## src/rtl/seven_seg_pkg.sv

```systemverilog
// Shared constants and helpers for the seven-segment display paths.
// Segment patterns are active-high, bit order {g,f,e,d,c,b,a}.
package seven_seg_pkg;

  localparam int SEG_W = 7;

  // Segment bit positions inside a 7-bit pattern.
  localparam int SEG_A = 0;
  localparam int SEG_B = 1;
  localparam int SEG_C = 2;
  localparam int SEG_D = 3;
  localparam int SEG_E = 4;
  localparam int SEG_F = 5;
  localparam int SEG_G = 6;

  // All segments dark (active-high view).
  localparam logic [SEG_W-1:0] SEG_OFF = 7'h00;

  // Standard hex glyphs 0..F; lower-case b and d keep them distinct from 8 and 0.
  localparam logic [SEG_W-1:0] SEG_HEX [16] = '{
    7'h3F, 7'h06, 7'h5B, 7'h4F,   // 0 1 2 3
    7'h66, 7'h6D, 7'h7D, 7'h07,   // 4 5 6 7
    7'h7F, 7'h6F, 7'h77, 7'h7C,   // 8 9 A b
    7'h39, 7'h5E, 7'h79, 7'h71    // C d E F
  };

  // Width of a digit index able to address `digits` positions.
  function automatic int idx_width(input int digits);
    return (digits > 1) ? $clog2(digits) : 1;
  endfunction

endpackage

```

## src/rtl/seven_seg_decoder.sv

```systemverilog
// Combinational hex nibble to active-high segment decoder.
// Shared by every display path that needs the standard hex glyphs.
module seven_seg_decoder
  import seven_seg_pkg::*;
(
  input  logic [3:0]       nibble_i,
  output logic [SEG_W-1:0] seg_o
);

  // Table lookup; every nibble value has a glyph so no default path is needed.
  always_comb begin
    seg_o = SEG_HEX[nibble_i];
  end

endmodule

```

## src/rtl/seven_seg_scanner.sv

```systemverilog
// Time-multiplexed driver for a common-anode bank of DIGITS hex digits.
// Features: frame-latched inputs, per-digit blanking, decimal points,
// leading-zero suppression, dead time at the start of each digit slot.
// Optional PWM dimming is compiled in when SEVEN_SEG_DIM_EN is defined;
// without it dim_level is ignored and the PWM counter is not built.
module seven_seg_scanner #(
  parameter int DIGITS     = 4,
  parameter int DIV        = 50000,
  parameter int GUARD      = 8,
  parameter bit ACTIVE_LOW = 1'b1
) (
  input  logic                  clk,
  input  logic                  rst_n,
  input  logic [4*DIGITS-1:0]   displayed_num,
  input  logic [DIGITS-1:0]     dp_in,
  input  logic [DIGITS-1:0]     blank_in,
  input  logic                  lz_en,
  input  logic [3:0]            dim_level,
  output logic [6:0]            numberbox_out,
  output logic                  dp_out,
  output logic [DIGITS-1:0]     anode_activate,
  output logic                  frame_tick
);

  import seven_seg_pkg::*;

  localparam int IDX_W = idx_width(DIGITS);
  localparam int CNT_W = (DIV > 1) ? $clog2(DIV) : 1;

  // Pin levels that mean "off" for the selected polarity.
  localparam logic [DIGITS-1:0] ANODE_OFF   = {DIGITS{ACTIVE_LOW}};
  localparam logic [SEG_W-1:0]  SEG_PIN_OFF = ACTIVE_LOW ? ~SEG_OFF : SEG_OFF;
  localparam logic              DP_OFF      = ACTIVE_LOW;

  // ---------------------------------------------------------------------
  // Slot prescaler and digit index
  // ---------------------------------------------------------------------
  logic [CNT_W-1:0] slot_cnt_q, slot_cnt_d;
  logic [IDX_W-1:0] idx_q, idx_d;
  logic             slot_adv;
  logic             frame_bnd;

  // Next-state for the slot counter and digit index; frame boundary is the idx wrap.
  // NOTE: every variable written here gets a default first, so no path leaves one
  // unassigned and no latch is inferred.
  always_comb begin
    slot_adv   = (slot_cnt_q == CNT_W'(DIV - 1));
    frame_bnd  = slot_adv && (idx_q == IDX_W'(DIGITS - 1));
    slot_cnt_d = slot_adv ? '0 : slot_cnt_q + 1'b1;
    idx_d      = idx_q;
    if (slot_adv) begin
      idx_d = frame_bnd ? '0 : idx_q + 1'b1;
    end
  end

  // Counter state registers.
  // NOTE: sequential state uses non-blocking assignments so every register samples
  // pre-edge values regardless of block evaluation order.
  always_ff @(posedge clk or negedge rst_n) begin
    if (!rst_n) begin
      slot_cnt_q <= '0;
      idx_q      <= '0;
    end else begin
      slot_cnt_q <= slot_cnt_d;
      idx_q      <= idx_d;
    end
  end

  // ---------------------------------------------------------------------
  // Frame-latched shadow copies of the display request
  // ---------------------------------------------------------------------
  logic [4*DIGITS-1:0] num_sh_q;
  logic [DIGITS-1:0]   dp_sh_q;
  logic [DIGITS-1:0]   blank_sh_q;
  logic                lz_sh_q;

  // Shadow load at the frame boundary only, so a frame never mixes old and new data.
  // NOTE: the shadow bank is reset (blank all ones) rather than left undefined, which
  // is what makes the first frame after reset deterministically dark.
  always_ff @(posedge clk or negedge rst_n) begin
    if (!rst_n) begin
      num_sh_q   <= '0;
      dp_sh_q    <= '0;
      blank_sh_q <= '1;
      lz_sh_q    <= 1'b0;
    end else if (frame_bnd) begin
      num_sh_q   <= displayed_num;
      dp_sh_q    <= dp_in;
      blank_sh_q <= blank_in;
      lz_sh_q    <= lz_en;
    end
  end

  // ---------------------------------------------------------------------
  // Optional PWM dimming
  // ---------------------------------------------------------------------
  logic pwm_gate;

`ifdef SEVEN_SEG_DIM_EN
  logic [3:0] dim_sh_q;
  logic [3:0] pwm_cnt_q;

  // Free-running PWM phase and frame-latched brightness.
  always_ff @(posedge clk or negedge rst_n) begin
    if (!rst_n) begin
      pwm_cnt_q <= '0;
      dim_sh_q  <= 4'hF;
    end else begin
      pwm_cnt_q <= pwm_cnt_q + 4'd1;
      if (frame_bnd) begin
        dim_sh_q <= dim_level;
      end
    end
  end

  assign pwm_gate = (pwm_cnt_q <= dim_sh_q);
`else
  // Brightness input is accepted for pin compatibility but has no effect.
  logic unused_dim;
  assign unused_dim = ^dim_level;
  assign pwm_gate   = 1'b1;
`endif

  // ---------------------------------------------------------------------
  // Per-digit darkness: explicit blank or leading-zero suppression
  // ---------------------------------------------------------------------
  logic [DIGITS-1:0] dark;
  logic              zero_run;

  // Walk from the most significant digit down; zero_run stays set while every
  // nibble seen so far is zero. Digit 0 is never suppressed so "0" still shows.
  always_comb begin
    dark     = '0;
    zero_run = 1'b1;
    for (int i = DIGITS - 1; i >= 0; i--) begin
      zero_run = zero_run && (num_sh_q[4*i +: 4] == 4'h0);
      dark[i]  = blank_sh_q[i] || (lz_sh_q && zero_run && (i != 0));
    end
  end

  // ---------------------------------------------------------------------
  // Current-digit selection and decode
  // ---------------------------------------------------------------------
  logic [3:0]       cur_nib;
  logic             cur_dp;
  logic             cur_dark;
  logic [SEG_W-1:0] seg_dec;

  // Compare-based mux keeps an unreachable idx (non power-of-two DIGITS) in range.
  always_comb begin
    cur_nib  = '0;
    cur_dp   = 1'b0;
    cur_dark = 1'b1;
    for (int i = 0; i < DIGITS; i++) begin
      if (idx_q == IDX_W'(i)) begin
        cur_nib  = num_sh_q[4*i +: 4];
        cur_dp   = dp_sh_q[i];
        cur_dark = dark[i];
      end
    end
  end

  seven_seg_decoder u_decoder (
    .nibble_i (cur_nib),
    .seg_o    (seg_dec)
  );

  // ---------------------------------------------------------------------
  // Pin values (before the output register)
  // ---------------------------------------------------------------------
  logic [DIGITS-1:0] anode_d;
  logic [SEG_W-1:0]  seg_d;
  logic              dp_d;
  logic              frame_tick_d;
  logic              anode_on;
  logic [DIGITS-1:0] anode_act;

  // Enable only the selected digit, after the dead time, when lit and gated on;
  // polarity is applied as the very last step.
  always_comb begin
    anode_on  = !cur_dark && (slot_cnt_q >= CNT_W'(GUARD)) && pwm_gate;
    anode_act = '0;
    for (int i = 0; i < DIGITS; i++) begin
      if (idx_q == IDX_W'(i)) begin
        anode_act[i] = anode_on;
      end
    end
    anode_d = ACTIVE_LOW ? ~anode_act : anode_act;
    seg_d   = ACTIVE_LOW ? ~seg_dec : seg_dec;
    dp_d    = ACTIVE_LOW ? ~(cur_dp && !cur_dark) : (cur_dp && !cur_dark);
    // Registered pulse lines up with the wrap cycle: raise it one cycle early.
    frame_tick_d = (slot_cnt_q == CNT_W'(DIV - 2)) && (idx_q == IDX_W'(DIGITS - 1));
  end

  // Output register: glitch-free pins, forced dark asynchronously on reset.
  always_ff @(posedge clk or negedge rst_n) begin
    if (!rst_n) begin
      anode_activate <= ANODE_OFF;
      numberbox_out  <= SEG_PIN_OFF;
      dp_out         <= DP_OFF;
      frame_tick     <= 1'b0;
    end else begin
      anode_activate <= anode_d;
      numberbox_out  <= seg_d;
      dp_out         <= dp_d;
      frame_tick     <= frame_tick_d;
    end
  end

endmodule
```

## config.mk

```make
export PLATFORM = sky130hd
export DESIGN_NAME = seven_seg_scanner
export DESIGN_NICKNAME = d
export VERILOG_FILES = /design/src/rtl/seven_seg_pkg.sv /design/src/rtl/seven_seg_decoder.sv /design/src/rtl/seven_seg_scanner.sv
export SDC_FILE = /design/constraint.sdc
export NUM_CORES = 1
export LEC_CHECK = 0
export ABC_CLOCK_PERIOD_IN_PS = 4000
export BUFFER_PORTS_ARGS = -buffer_cell sky130_fd_sc_hd__buf_4
export CAP_MARGIN = 15
export CELL_PAD_IN_SITES_DETAIL_PLACEMENT = 2
export CELL_PAD_IN_SITES_GLOBAL_PLACEMENT = 2
export CORE_UTILIZATION = 40
export DETAILED_ROUTE_END_ITERATION = 8
export GPL_TIMING_DRIVEN = 0
export PLACE_DENSITY_LB_ADDON = 0.1
export SLEW_MARGIN = 0
export SYNTH_ARGS = -nofsm -noshare
export SYNTH_HDL_FRONTEND = slang
export SYNTH_SLANG_ARGS = --single-unit
export TNS_END_PERCENT = 10
```

## constraint.sdc

```tcl
create_clock -name clk -period 4 [get_ports clk]
set_input_delay 0.6 -clock clk [delete_from_list [all_inputs] [get_ports clk]]
set_output_delay 0.6 -clock clk [all_outputs]
set_load 0.005 [all_outputs]
```

==> metrics.md <==
| Metric | Value |
|---|---|
| PortBufs | `39` |
| Outcome | `finished clean` |
| Pin count of the biggest net entering global routing | `57` |
| Die ar. | `0.00731 mm2` |
| Height of the chip | `85.5 um` |
| Slew margin rel. | `52.1%` |
| Leak pwr | `0.00153 uW` |
| RSZ-0062 raised after global routing | `no` |
| Placed inst area | `0.00318 mm2` |
| Setup TNS | `0 ns` |
| Max layer used | `met4` |
| Final Hold Vio Count | `0` |
| GRT Residual Overflow | `0` |
| First-pass GRT wire length | `roughly 11 mm` |
| Number of global-route vias before repair | `2123` |
| Max-slew violations | `0` |
| CP max-delay cell | `a221oi_1` |
| H-tree depth | `2` |
| Num CTS Buffers | `5` |
| PostCTS Resize Cnt | `0` |
| Die Width | `85.5 um` |
| HP Class | `input port to async pin` |
| Ratio of cells with drive above 1 in the final layout | `37.7%` |
| Synth Cell Area | `approximately 0.0028 mm2` |
| Final Wtd Congestion | `0.765` |
| Design area | `about 0.0033 mm2` |
| Wire length on met3 | `161 um` |
| Worst Path Buf+Inv | `3` |
| Seq/Total Area, Yosys | `50.9%` |
| Period utilization | `67.6%` |
| Post-synth cell types | `44` |
| GRT Resource Usage Total | `19.0%` |
| DR pass1 iterations | `4` |
| Clk Latency, worst-skew pair | `0.32 ns` |
| Avg Inst Size Synth | `12.2 um2` |
| Clock Skew | `0.0168 ns` |
| Worst-path clk slew | `0.12 ns` |
| Critical Path Source Type | `register` |
| Drt wl/cell | `17.6 um` |
| Worst-path cell chain | `inv_1 > ha_1 > buf_2 > a211oi_1 > a221oi_1 > inv_1 > ha_1 > mux2_2 > a22o_1` |
| Post-DP HPWL | `about 4.6 mm` |
| Ys async rst share | `100%` |
| Largest cells by area after synthesis | `dfrtp_1 (36%), dfstp_2 (15%), mux2_2 (11%), ha_1 (5.8%), xor2_1 (2.2%)` |
| Area share of the largest cell type after synthesis | `35.9%` |
| Total vias in the final route | `1932` |
| DR DRC count | `0` |
| # hold bufs at CTS | `0` |
| Core area | `0.00676 mm2` |
| Post-synth EDFFs | `0` |
| N_diodes | `0` |
| Post-CTS Setup Bufs | `0` |
| DRT antenna net count | `0` |
| Synth cell count leaders | `dfrtp_1 (40), mux2_2 (28), dfstp_2 (16)` |
| Layout area overhead | `17.5%` |
| Vias/cell | `5.43` |
| Fill count | `698` |
| Met2 Wirelength | `3.23 mm` |
| CTS tree | `yes` |
| Critical path data arrival time | `2.95 ns` |
| Seq cells post-synth | `56` |
| FMAX | `0.370 GHz` |
| WL final | `6.26 mm` |
| Yosys Warn Count | `0` |
| # rows | `30` |
| WP data required | `4.25 ns` |
| # nets final | `~320` |
| WS Path Type | `register to register` |
| Power Density | `282 mW/mm2` |
| Area leader, netlist | `dfrtp_1` |
| Initial Util | `between 40% and 50%` |
| Max VDD drop | `0.204 mV` |
| Ports | `44` |
| Starting DRC count in detailed routing | `71` |
| Ys flop type | `dfrtp_1` |
| Critical path's top delay family | `compound AO/OA/AOI/OAI gates` |
| Pin slew with the least headroom to its limit | `0.718 ns` |
| Setup crit end kind | `register` |
| Mapped Nets | `273` |
| Min Clock Period, post-route | `around 2.7 ns` |
| Clk root buf | `clkbuf_8` |
| Met1 wire length | `between 2 and 3 mm` |
| Gate Count Post-Synth | `229` |
| Reported max-cap violation count | `0` |
| Most common cell in the synthesized netlist | `dfrtp_1` |
| Max incr delay on CP | `0.62 ns` |
| Final setup viols | `0` |
| CTS Sinks | `56` |
| Critical Path Fanout Max | `10` |
| Clk buf depth | `2` |
| Antenna violations before repair | `0` |
-- path summary, 6_finish.rpt --
| kind | start | end | slack [ns] | cells past startpoint |
|---|---|---|---|---|
| max | idx_q[0]$_DFFE_PN0P_ | numberbox_out[6]$_DFF_PN1_ | 1.30 | 9 |
| min | rst_n | dp_sh_q[3]$_DFFE_PN0P_ | 0.33 | 1 |
| max reg2reg | idx_q[0]$_DFFE_PN0P_ | numberbox_out[6]$_DFF_PN1_ | 1.30 | 9 |
| min reg2reg | dp_sh_q[3]$_DFFE_PN0P_ | dp_out$_DFF_PN1_ | 0.46 | 1 |
| max in group asynchronous | rst_n | num_sh_q[14]$_DFFE_PN0P_ | 3.20 | 1 |
| min in group clk | dp_sh_q[3]$_DFFE_PN0P_ | dp_out$_DFF_PN1_ | 0.46 | 1 |
-- per-stage QoR --
step                      cells  util, %  hold slack, ns  total power [uW]  setup WS [ns]
after floorplan             229        -           0.304               577           1.79
after global routing        356     48.5           0.367               962           1.06
final                       356     48.5           0.326               926           1.30
after detailed placement    348     47.1           0.432               609           1.29
after CTS                   356     48.5           0.341               944           1.27
after global placement      348     47.1           0.420               608           1.38
-- report_power, final --
group,switching [uW],leakage (uW),internal [uW]
Clock,200,0.0000487,128
Combinational,14.4,0.000770,15.9
Sequential,0,0.000711,567
-- layer usage --
| metal | vias up | track usage, % |
|---|---|---|
| li1 | 911 | - |
| met1 | 983 | 24.0 |
| met2 | 31 | 34.0 |
| met3 | 7 | 2.69 |
| met4 | 0 | 5.45 |
| met5 | - | 0 |
-- state kept, by name (all words and copies together) (netlist names), 2 cells and up --
signal          count
dp_sh_q             4
anode_activate      4
num_sh_q           16
idx_q               2
blank_sh_q          4
slot_cnt_q         16
numberbox_out       7
-- worst register-to-register path, stage by stage, from the launching register on --
cell      delay, ns
dfrtp_1        0.44
inv_1          0.12
ha_1           0.24
buf_2          0.23
a211oi_1       0.07
a221oi_1       0.62
inv_1          0.22
ha_1           0.26
mux2_2         0.26
a22o_1         0.18
-- cell type report --
cell class              instances  area [um2]  share of cell area [%]
flip-flops and latches         56        1420                    43.4
multi-input cells             157        1280                    39.2
repair buffers                 39         293                    8.93
well taps                      80         100                    3.05
clock buffers                   5        68.8                    2.10
plain buffers                   7        50.0                    1.53
inverters                       9        33.8                    1.03
clock inverters                 3        26.3                   0.802
-- cells in the final DEF, fill, tap and decap left out, types with 4 or more instances in the layout --
cell and count:
nand4_1 5, inv_1 9, mux2i_1 5, nor2_1 10
nand2_1 11, dfrtp_1 40, buf_4 40, xnor2_1 5
buf_2 4, a211oi_1 5, o21ai_0 4, dfstp_2 16
nor2b_1 6, mux2_2 28, nand3_1 6, ha_1 13
xor2_1 7, nor3b_1 5, a21oi_1 5, clkbuf_8 5
-- logic make-up (layout without fill, tap and decap cells) --
group,Yosys count,in the layout,synth area share [%]
and+or+nand+nor,69,69,15.5
DFF,56,56,50.9
muxes,33,33,13.1
AOI/OAI and AO/OA,30,30,7.89
buffers and inverters,16,63,3.00
adders and majority gates,13,13,5.83
xor gates and xnor gates,12,12,3.77
(Power assumes the default switching activity.)
